--- src/rtl/uart_command_sequencer.sv ---
// Serialises one controller command (opcode + payload bytes) into back-to-back
// UART frames: start, data LSB-first, parity, stop, then an idle-high gap.
module uart_command_sequencer #(
  parameter int DATA_WIDTH  = 8,
  parameter int PRESCALE    = 32,
  parameter int GAP_CYCLES  = 3,
  parameter int PARITY_TYPE = 0
) (
  input  logic                  UART_clk,
  input  logic                  reset,
  input  logic                  command_valid,
  output logic                  command_ready,
  input  logic [1:0]            command_type,
  input  logic [DATA_WIDTH-1:0] field_0,
  input  logic [DATA_WIDTH-1:0] field_1,
  input  logic [DATA_WIDTH-1:0] field_2,
  output logic                  serial_data_out,
  output logic                  frame_sent,
  output logic                  busy
);

  // state  | meaning
  // IDLE   | line high, ready for a command
  // START  | start bit (0) for PRESCALE cycles
  // DATA   | payload bits LSB first, PRESCALE cycles each
  // PARITY | parity bit for PRESCALE cycles
  // STOP   | stop bit (1); frame_sent in its last cycle
  // GAP    | idle-high spacing after each frame, GAP_CYCLES long
  typedef enum logic [2:0] {
    S_IDLE,
    S_START,
    S_DATA,
    S_PARITY,
    S_STOP,
    S_GAP
  } state_t;

  localparam int PW = (PRESCALE > 1) ? $clog2(PRESCALE) : 1;
  localparam int BW = (DATA_WIDTH > 1) ? $clog2(DATA_WIDTH) : 1;
  localparam int GW = (GAP_CYCLES > 1) ? $clog2(GAP_CYCLES) : 1;

  localparam logic [PW-1:0] PRESC_LAST = PW'(PRESCALE - 1);
  localparam logic [BW-1:0] BIT_LAST   = BW'(DATA_WIDTH - 1);
  localparam logic [GW-1:0] GAP_LAST   = GW'(GAP_CYCLES - 1);
  localparam logic          PAR_ODD    = (PARITY_TYPE != 0);

  state_t                state, state_n;
  logic [PW-1:0]         presc, presc_n;
  logic [BW-1:0]         bit_idx, bit_n;
  logic [1:0]            frame_idx, frame_n;
  logic [GW-1:0]         gap_cnt, gap_n;
  logic [1:0]            type_q;
  logic [DATA_WIDTH-1:0] f0_q, f1_q, f2_q;
  logic                  accept;
  logic [1:0]            last_idx;
  logic                  presc_last;
  logic                  last_frame;
  logic [DATA_WIDTH-1:0] opcode;
  logic [DATA_WIDTH-1:0] frame_byte;
  logic                  line_n;

  assign command_ready = (state == S_IDLE);
  assign busy          = !command_ready;
  assign frame_sent    = (state == S_STOP) && presc_last;
  assign presc_last    = (presc == PRESC_LAST);
  assign last_frame    = (frame_idx == last_idx);

  always_comb begin
    last_idx = 2'd1;
    opcode   = DATA_WIDTH'(8'hAA);
    case (type_q)
      2'd0: begin last_idx = 2'd2; opcode = DATA_WIDTH'(8'hAA); end
      2'd1: begin last_idx = 2'd1; opcode = DATA_WIDTH'(8'hBB); end
      2'd2: begin last_idx = 2'd3; opcode = DATA_WIDTH'(8'hCC); end
      default: begin last_idx = 2'd1; opcode = DATA_WIDTH'(8'hDD); end
    endcase
  end

  always_comb begin
    state_n = state;
    presc_n = presc;
    bit_n   = bit_idx;
    frame_n = frame_idx;
    gap_n   = gap_cnt;
    accept  = 1'b0;
    case (state)
      S_IDLE: begin
        if (command_valid) begin
          accept  = 1'b1;
          state_n = S_START;
          presc_n = '0;
          bit_n   = '0;
          frame_n = '0;
          gap_n   = '0;
        end
      end
      S_START: begin
        if (presc_last) begin
          state_n = S_DATA;
          presc_n = '0;
          bit_n   = '0;
        end else begin
          presc_n = presc + PW'(1);
        end
      end
      S_DATA: begin
        if (presc_last) begin
          presc_n = '0;
          if (bit_idx == BIT_LAST) begin
            state_n = S_PARITY;
            bit_n   = '0;
          end else begin
            bit_n = bit_idx + BW'(1);
          end
        end else begin
          presc_n = presc + PW'(1);
        end
      end
      S_PARITY: begin
        if (presc_last) begin
          state_n = S_STOP;
          presc_n = '0;
        end else begin
          presc_n = presc + PW'(1);
        end
      end
      S_STOP: begin
        if (presc_last) begin
          presc_n = '0;
          if (GAP_CYCLES > 0) begin
            state_n = S_GAP;
            gap_n   = '0;
          end else if (last_frame) begin
            state_n = S_IDLE;
            frame_n = '0;
          end else begin
            state_n = S_START;
            frame_n = frame_idx + 2'd1;
          end
        end else begin
          presc_n = presc + PW'(1);
        end
      end
      S_GAP: begin
        if (gap_cnt == GAP_LAST) begin
          gap_n = '0;
          if (last_frame) begin
            state_n = S_IDLE;
            frame_n = '0;
          end else begin
            state_n = S_START;
            frame_n = frame_idx + 2'd1;
          end
        end else begin
          gap_n = gap_cnt + GW'(1);
        end
      end
      default: begin
        state_n = S_IDLE;
        presc_n = '0;
        bit_n   = '0;
        frame_n = '0;
        gap_n   = '0;
      end
    endcase
  end

  // Line value is computed for the state being entered so the registered
  // output lines up exactly with the FSM state it belongs to.
  always_comb begin
    frame_byte = opcode;
    case (frame_n)
      2'd0:    frame_byte = opcode;
      2'd1:    frame_byte = f0_q;
      2'd2:    frame_byte = f1_q;
      default: frame_byte = f2_q;
    endcase
    line_n = 1'b1;
    case (state_n)
      S_START:  line_n = 1'b0;
      S_DATA:   line_n = frame_byte[bit_n];
      S_PARITY: line_n = (^frame_byte) ^ PAR_ODD;
      default:  line_n = 1'b1;
    endcase
  end

  always_ff @(posedge UART_clk or posedge reset) begin
    if (reset) begin
      state           <= S_IDLE;
      presc           <= '0;
      bit_idx         <= '0;
      frame_idx       <= '0;
      gap_cnt         <= '0;
      serial_data_out <= 1'b1;
    end else begin
      state           <= state_n;
      presc           <= presc_n;
      bit_idx         <= bit_n;
      frame_idx       <= frame_n;
      gap_cnt         <= gap_n;
      serial_data_out <= line_n;
    end
  end

  always_ff @(posedge UART_clk or posedge reset) begin
    if (reset) begin
      type_q <= '0;
      f0_q   <= '0;
      f1_q   <= '0;
      f2_q   <= '0;
    end else if (accept) begin
      type_q <= command_type;
      f0_q   <= field_0;
      f1_q   <= field_1;
      f2_q   <= field_2;
    end
  end

endmodule

--- config.mk ---
export PLATFORM = sky130hd
export DESIGN_NAME = uart_command_sequencer
export DESIGN_NICKNAME = d
export VERILOG_FILES = /design/src/rtl/uart_command_sequencer.sv
export SDC_FILE = /design/constraint.sdc
export NUM_CORES = 1
export LEC_CHECK = 0
export CAP_MARGIN = 10
export CORE_UTILIZATION = 55
export CTS_BUF_LIST = sky130_fd_sc_hd__clkbuf_16
export DETAILED_ROUTE_END_ITERATION = 10
export GPL_ROUTABILITY_DRIVEN = 0
export PLACE_DENSITY = 0.91
export SYNTH_ARGS = -nofsm -noshare
export SYNTH_HDL_FRONTEND = slang
export SYNTH_SLANG_ARGS = --single-unit
--- constraint.sdc ---
create_clock -name UART_clk -period 3.5 [get_ports UART_clk]
set_input_delay 0.7 -clock UART_clk [delete_from_list [all_inputs] [get_ports UART_clk]]
set_output_delay 0.7 -clock UART_clk [all_outputs]
set_load 0.01 [all_outputs]
==> key figures <==
Power and ir drop
  – Switching Share: 19.60%
  – Clock power frac: 49.1%
  – Leak: 0.001389 µW
  – Cell-internal power: 965.1 µW
  – NetSw: 235.2 µW
  – Reg power frac: 42.8%
  – VDD IR max: 0.2368 mV
  – Pwr per Cell Area: 395.8 nW/µm²
  – Logic pwr share: 8.0%

Layout
  – Commonest non-fill, non-tap cell in the layout: nand2_1
  – Share of layout cells above drive strength 1: 10.73%
  – Finished Layout Cells: 369
  – Final-stage net count: 349
  – Post-layout util: 70.14%
  – Fill cell count: 363
  – Most frequent cells in the layout: 85 x nand2_1, 41 x dfrtp_1, 32 x clkdlybuf4s50_1
  – Fin area: 3033 µm²
  – Ant. Diodes: 0
  – Area grow syn2layout: 22.73%

Critical path
  – Reg-to-reg slack, setup: 0.41 ns
  – Reg-to-Reg Start: presc[0]$_DFFE_PP0P_
  – CP Launch Type: flip-flop
  – Kind of critical path: flip-flop to flip-flop
  – Critical path origin: presc[0]$_DFFE_PP0P_
  – Crit path required time: 3.71 ns
  – Largest fanout on the critical path: 10
  – CP endpoint kind: flip-flop
  – Critical Path AT: 3.31 ns

Run
  – MaxCap Viol Count: 0

Logic synthesis
  – Post-synth ARST share: 100.0%
  – Mapped Area: 2471 µm²
  – Synth area leader: dfrtp_1
  – Synth Warn #: 0
  – Netlist cell types: 59
  – Top cell type's share of synthesized area: 41.52%
  – Synth Instances: 283
  – Post-synthesis sequential area ratio: 42.58%
  – Top_reg_cell synth: dfrtp_1
  – Synth Register Bits: 42
  – Number of synthesized flops with an enable pin: 0
  – Area contributors post-synth: dfrtp_1 42%, nand2_1 13%, o21ai_0 3.4%
  – Syn Area/Cell: 8.732 µm²
  – Post-Syn Nets: 316

Clocking
  – Htree depth: 2
  – CTS clk-pin slew, worst paths: 0.06 ns
  – Max clock buf depth: 2
  – Hold-fix buffers, CTS: 0
  – TritonCTS Buffers: 5
  – CTS tree: built
  – Clock sink count: 42
  – Setup bufs post-CTS: 0
  – Root Driver: clkbuf_16
  – Latest clock arrival within the worst-skew pair: 0.28 ns
  – Resized Gates After CTS: 0

Floorplanning
  – Die area: 4765 µm²
  – Starting Density: 57.15%
  – Rows: 24
  – Chip Width: 69.03 µm
  – Core area: 4324 µm²
  – Io pins: 33
  – Die H: 69.03 µm

STA
  – Worst Tran Pin Value: 0.7186 ns
  – Fin Hold WS: 0.4727 ns
  – Final Critical Period: 3.094 ns
  – Fin Clk Skew: 0.003285 ns
  – Setup tns final: 0 ns
  – Final setup violation count: 0
  – Max-slew violation count: 0
  – Final period utilization: 88.40%
  – Unrepaired setup endpoints after global routing: false
  – Worst rel slew slack: 52.04%
  – Max Fclk: 323.2 MHz
  – Final Hold Viols: 0

Global routing
  – Largest net degree at the start of global routing: 31
  – Vias in the first global route: 2048
  – Initial antenna violation count: 0
  – All-layer global routing usage: 24.66%
  – Overflow after GRT: 0
  – First-pass GRT wire length: 9.459 mm

Hold path
  – Hold Crit Start: f2_q[6]$_DFFE_PP0P_
  – Hold Path Class: flip-flop to flip-flop

Route
  – Vias per cell: 5.840
  – Drt first pass iters: 4
  – Drt drc: 0
  – DR WL/cell: 14.60 µm
  – DR vias: 2155
  – DR iter-0 viols: 137
  – Routed wire length: 5.386 mm
  – Final ANT Viol Nets: 0

Placement
  – HPWL Detailed: 3.984 mm
  – Placed Cells: 361
  – Port bufs: 32
  – DP Area: 2844 µm²

Run status
  – Status: finished clean
metal layers:
| metal | global-route usage (%) | routed length (µm) | vias to the layer above |
|---|---|---|---|
| met5 | 0 | 0 | - |
| met3 | 5.117 | 259 | 13 |
| met4 | 9.751 | 91 | 0 |
| met1 | 31.92 | 2361 | 1030 |
| met2 | 40.45 | 2673 | 71 |
| li1 | - | - | 1041 |
logic make-up after synthesis:
logic type / count (synthesis) / synth area share, %
AO/OA/AOI/OAI: 65 / 19.34
flip-flops: 42 / 42.58
multiplexers: 8 / 3.342
adder cells (fa/ha/maj): 4 / 2.025
AND/OR/NAND/NOR: 127 / 23.75
buffers and inverters: 28 / 5.215
XOR/XNOR: 9 / 3.747
synthesized netlist by cell type (3+ instances only):
master,number
mux2i_1,6
nor2_1,11
buf_2,4
xnor2_1,5
ha_1,4
a211oi_1,4
o21ai_0,17
nand3_1,3
clkbuf_1,7
nand2b_1,3
dfrtp_1,41
a21oi_2,3
inv_1,11
a21oi_1,8
nand2_1,85
nor2b_1,5
nor3_1,3
or3_1,3
xor2_1,3
a22o_1,3
a22oi_1,5
power groups by stage:
| stage | Combinational, µW | Sequential, µW | Clock, µW |
|---|---|---|---|
| final | 96.2 | 514 | 590 |
| after global routing | 107 | 516 | 615 |
| after CTS | 96.8 | 514 | 599 |
| after detailed placement | 96.1 | 522 | 0 |
| after global placement | 93.1 | 522 | 0 |
| after floorplan | 52.1 | 519 | 0 |
stage by stage:
| stage | total power (µW) | setup slack [ns] |
|---|---|---|
| CTS | 1209 | 0.4121 |
| finish | 1200 | 0.4060 |
| global placement | 615.1 | 0.3111 |
| floorplan | 571.2 | 0.7063 |
| global route | 1238 | 0.07009 |
| detailed placement | 618.4 | 0.2021 |
flip-flops by register name, indices dropped and copies added (netlist names):
register and flops:
serial_data_out 1, f2_q 8, state 3, bit_idx 3, gap_cnt 2, presc 5, f1_q 8, type_q 2
f0_q 8, frame_idx 2
path summary, 6_finish.rpt:
| path | to | cells past startpoint |
|---|---|---|
| worst max-delay path | serial_data_out$_DFF_PP1_ | 12 |
| worst min-delay path | f2_q[6]$_DFFE_PP0P_ | 2 |
| worst max register to register | serial_data_out$_DFF_PP1_ | 12 |
| worst min register to register | f2_q[6]$_DFFE_PP0P_ | 2 |
| max in group asynchronous | f2_q[5]$_DFFE_PP0P_ | 3 |
| min in group asynchronous | presc[2]$_DFFE_PP0P_ | 2 |
worst max-delay path, cell delays in order (launching register included):
cell and delay, ns:
dfrtp_1 0.40, ha_1 0.23, and3_1 0.20, ha_1 0.30
nand2b_1 0.18, o22ai_1 0.09, a211oi_1 0.38, a22oi_1 0.17
inv_1 0.19, mux2_2 0.36, a22oi_1 0.20, a41oi_1 0.13
a31o_1 0.20
layout make-up:
type / instances / area (µm²) / area share [%]
multi-input cells: 213 / 1290 / 42.53
flip-flops and latches: 42 / 1052 / 34.69
repair buffers: 41 / 387.9 / 12.79
clock buffers: 5 / 125.1 / 4.125
well taps: 52 / 65.06 / 2.145
clock inverters: 3 / 63.81 / 2.104
inverters: 13 / 48.80 / 1.609
(Power assumes the default switching activity.)
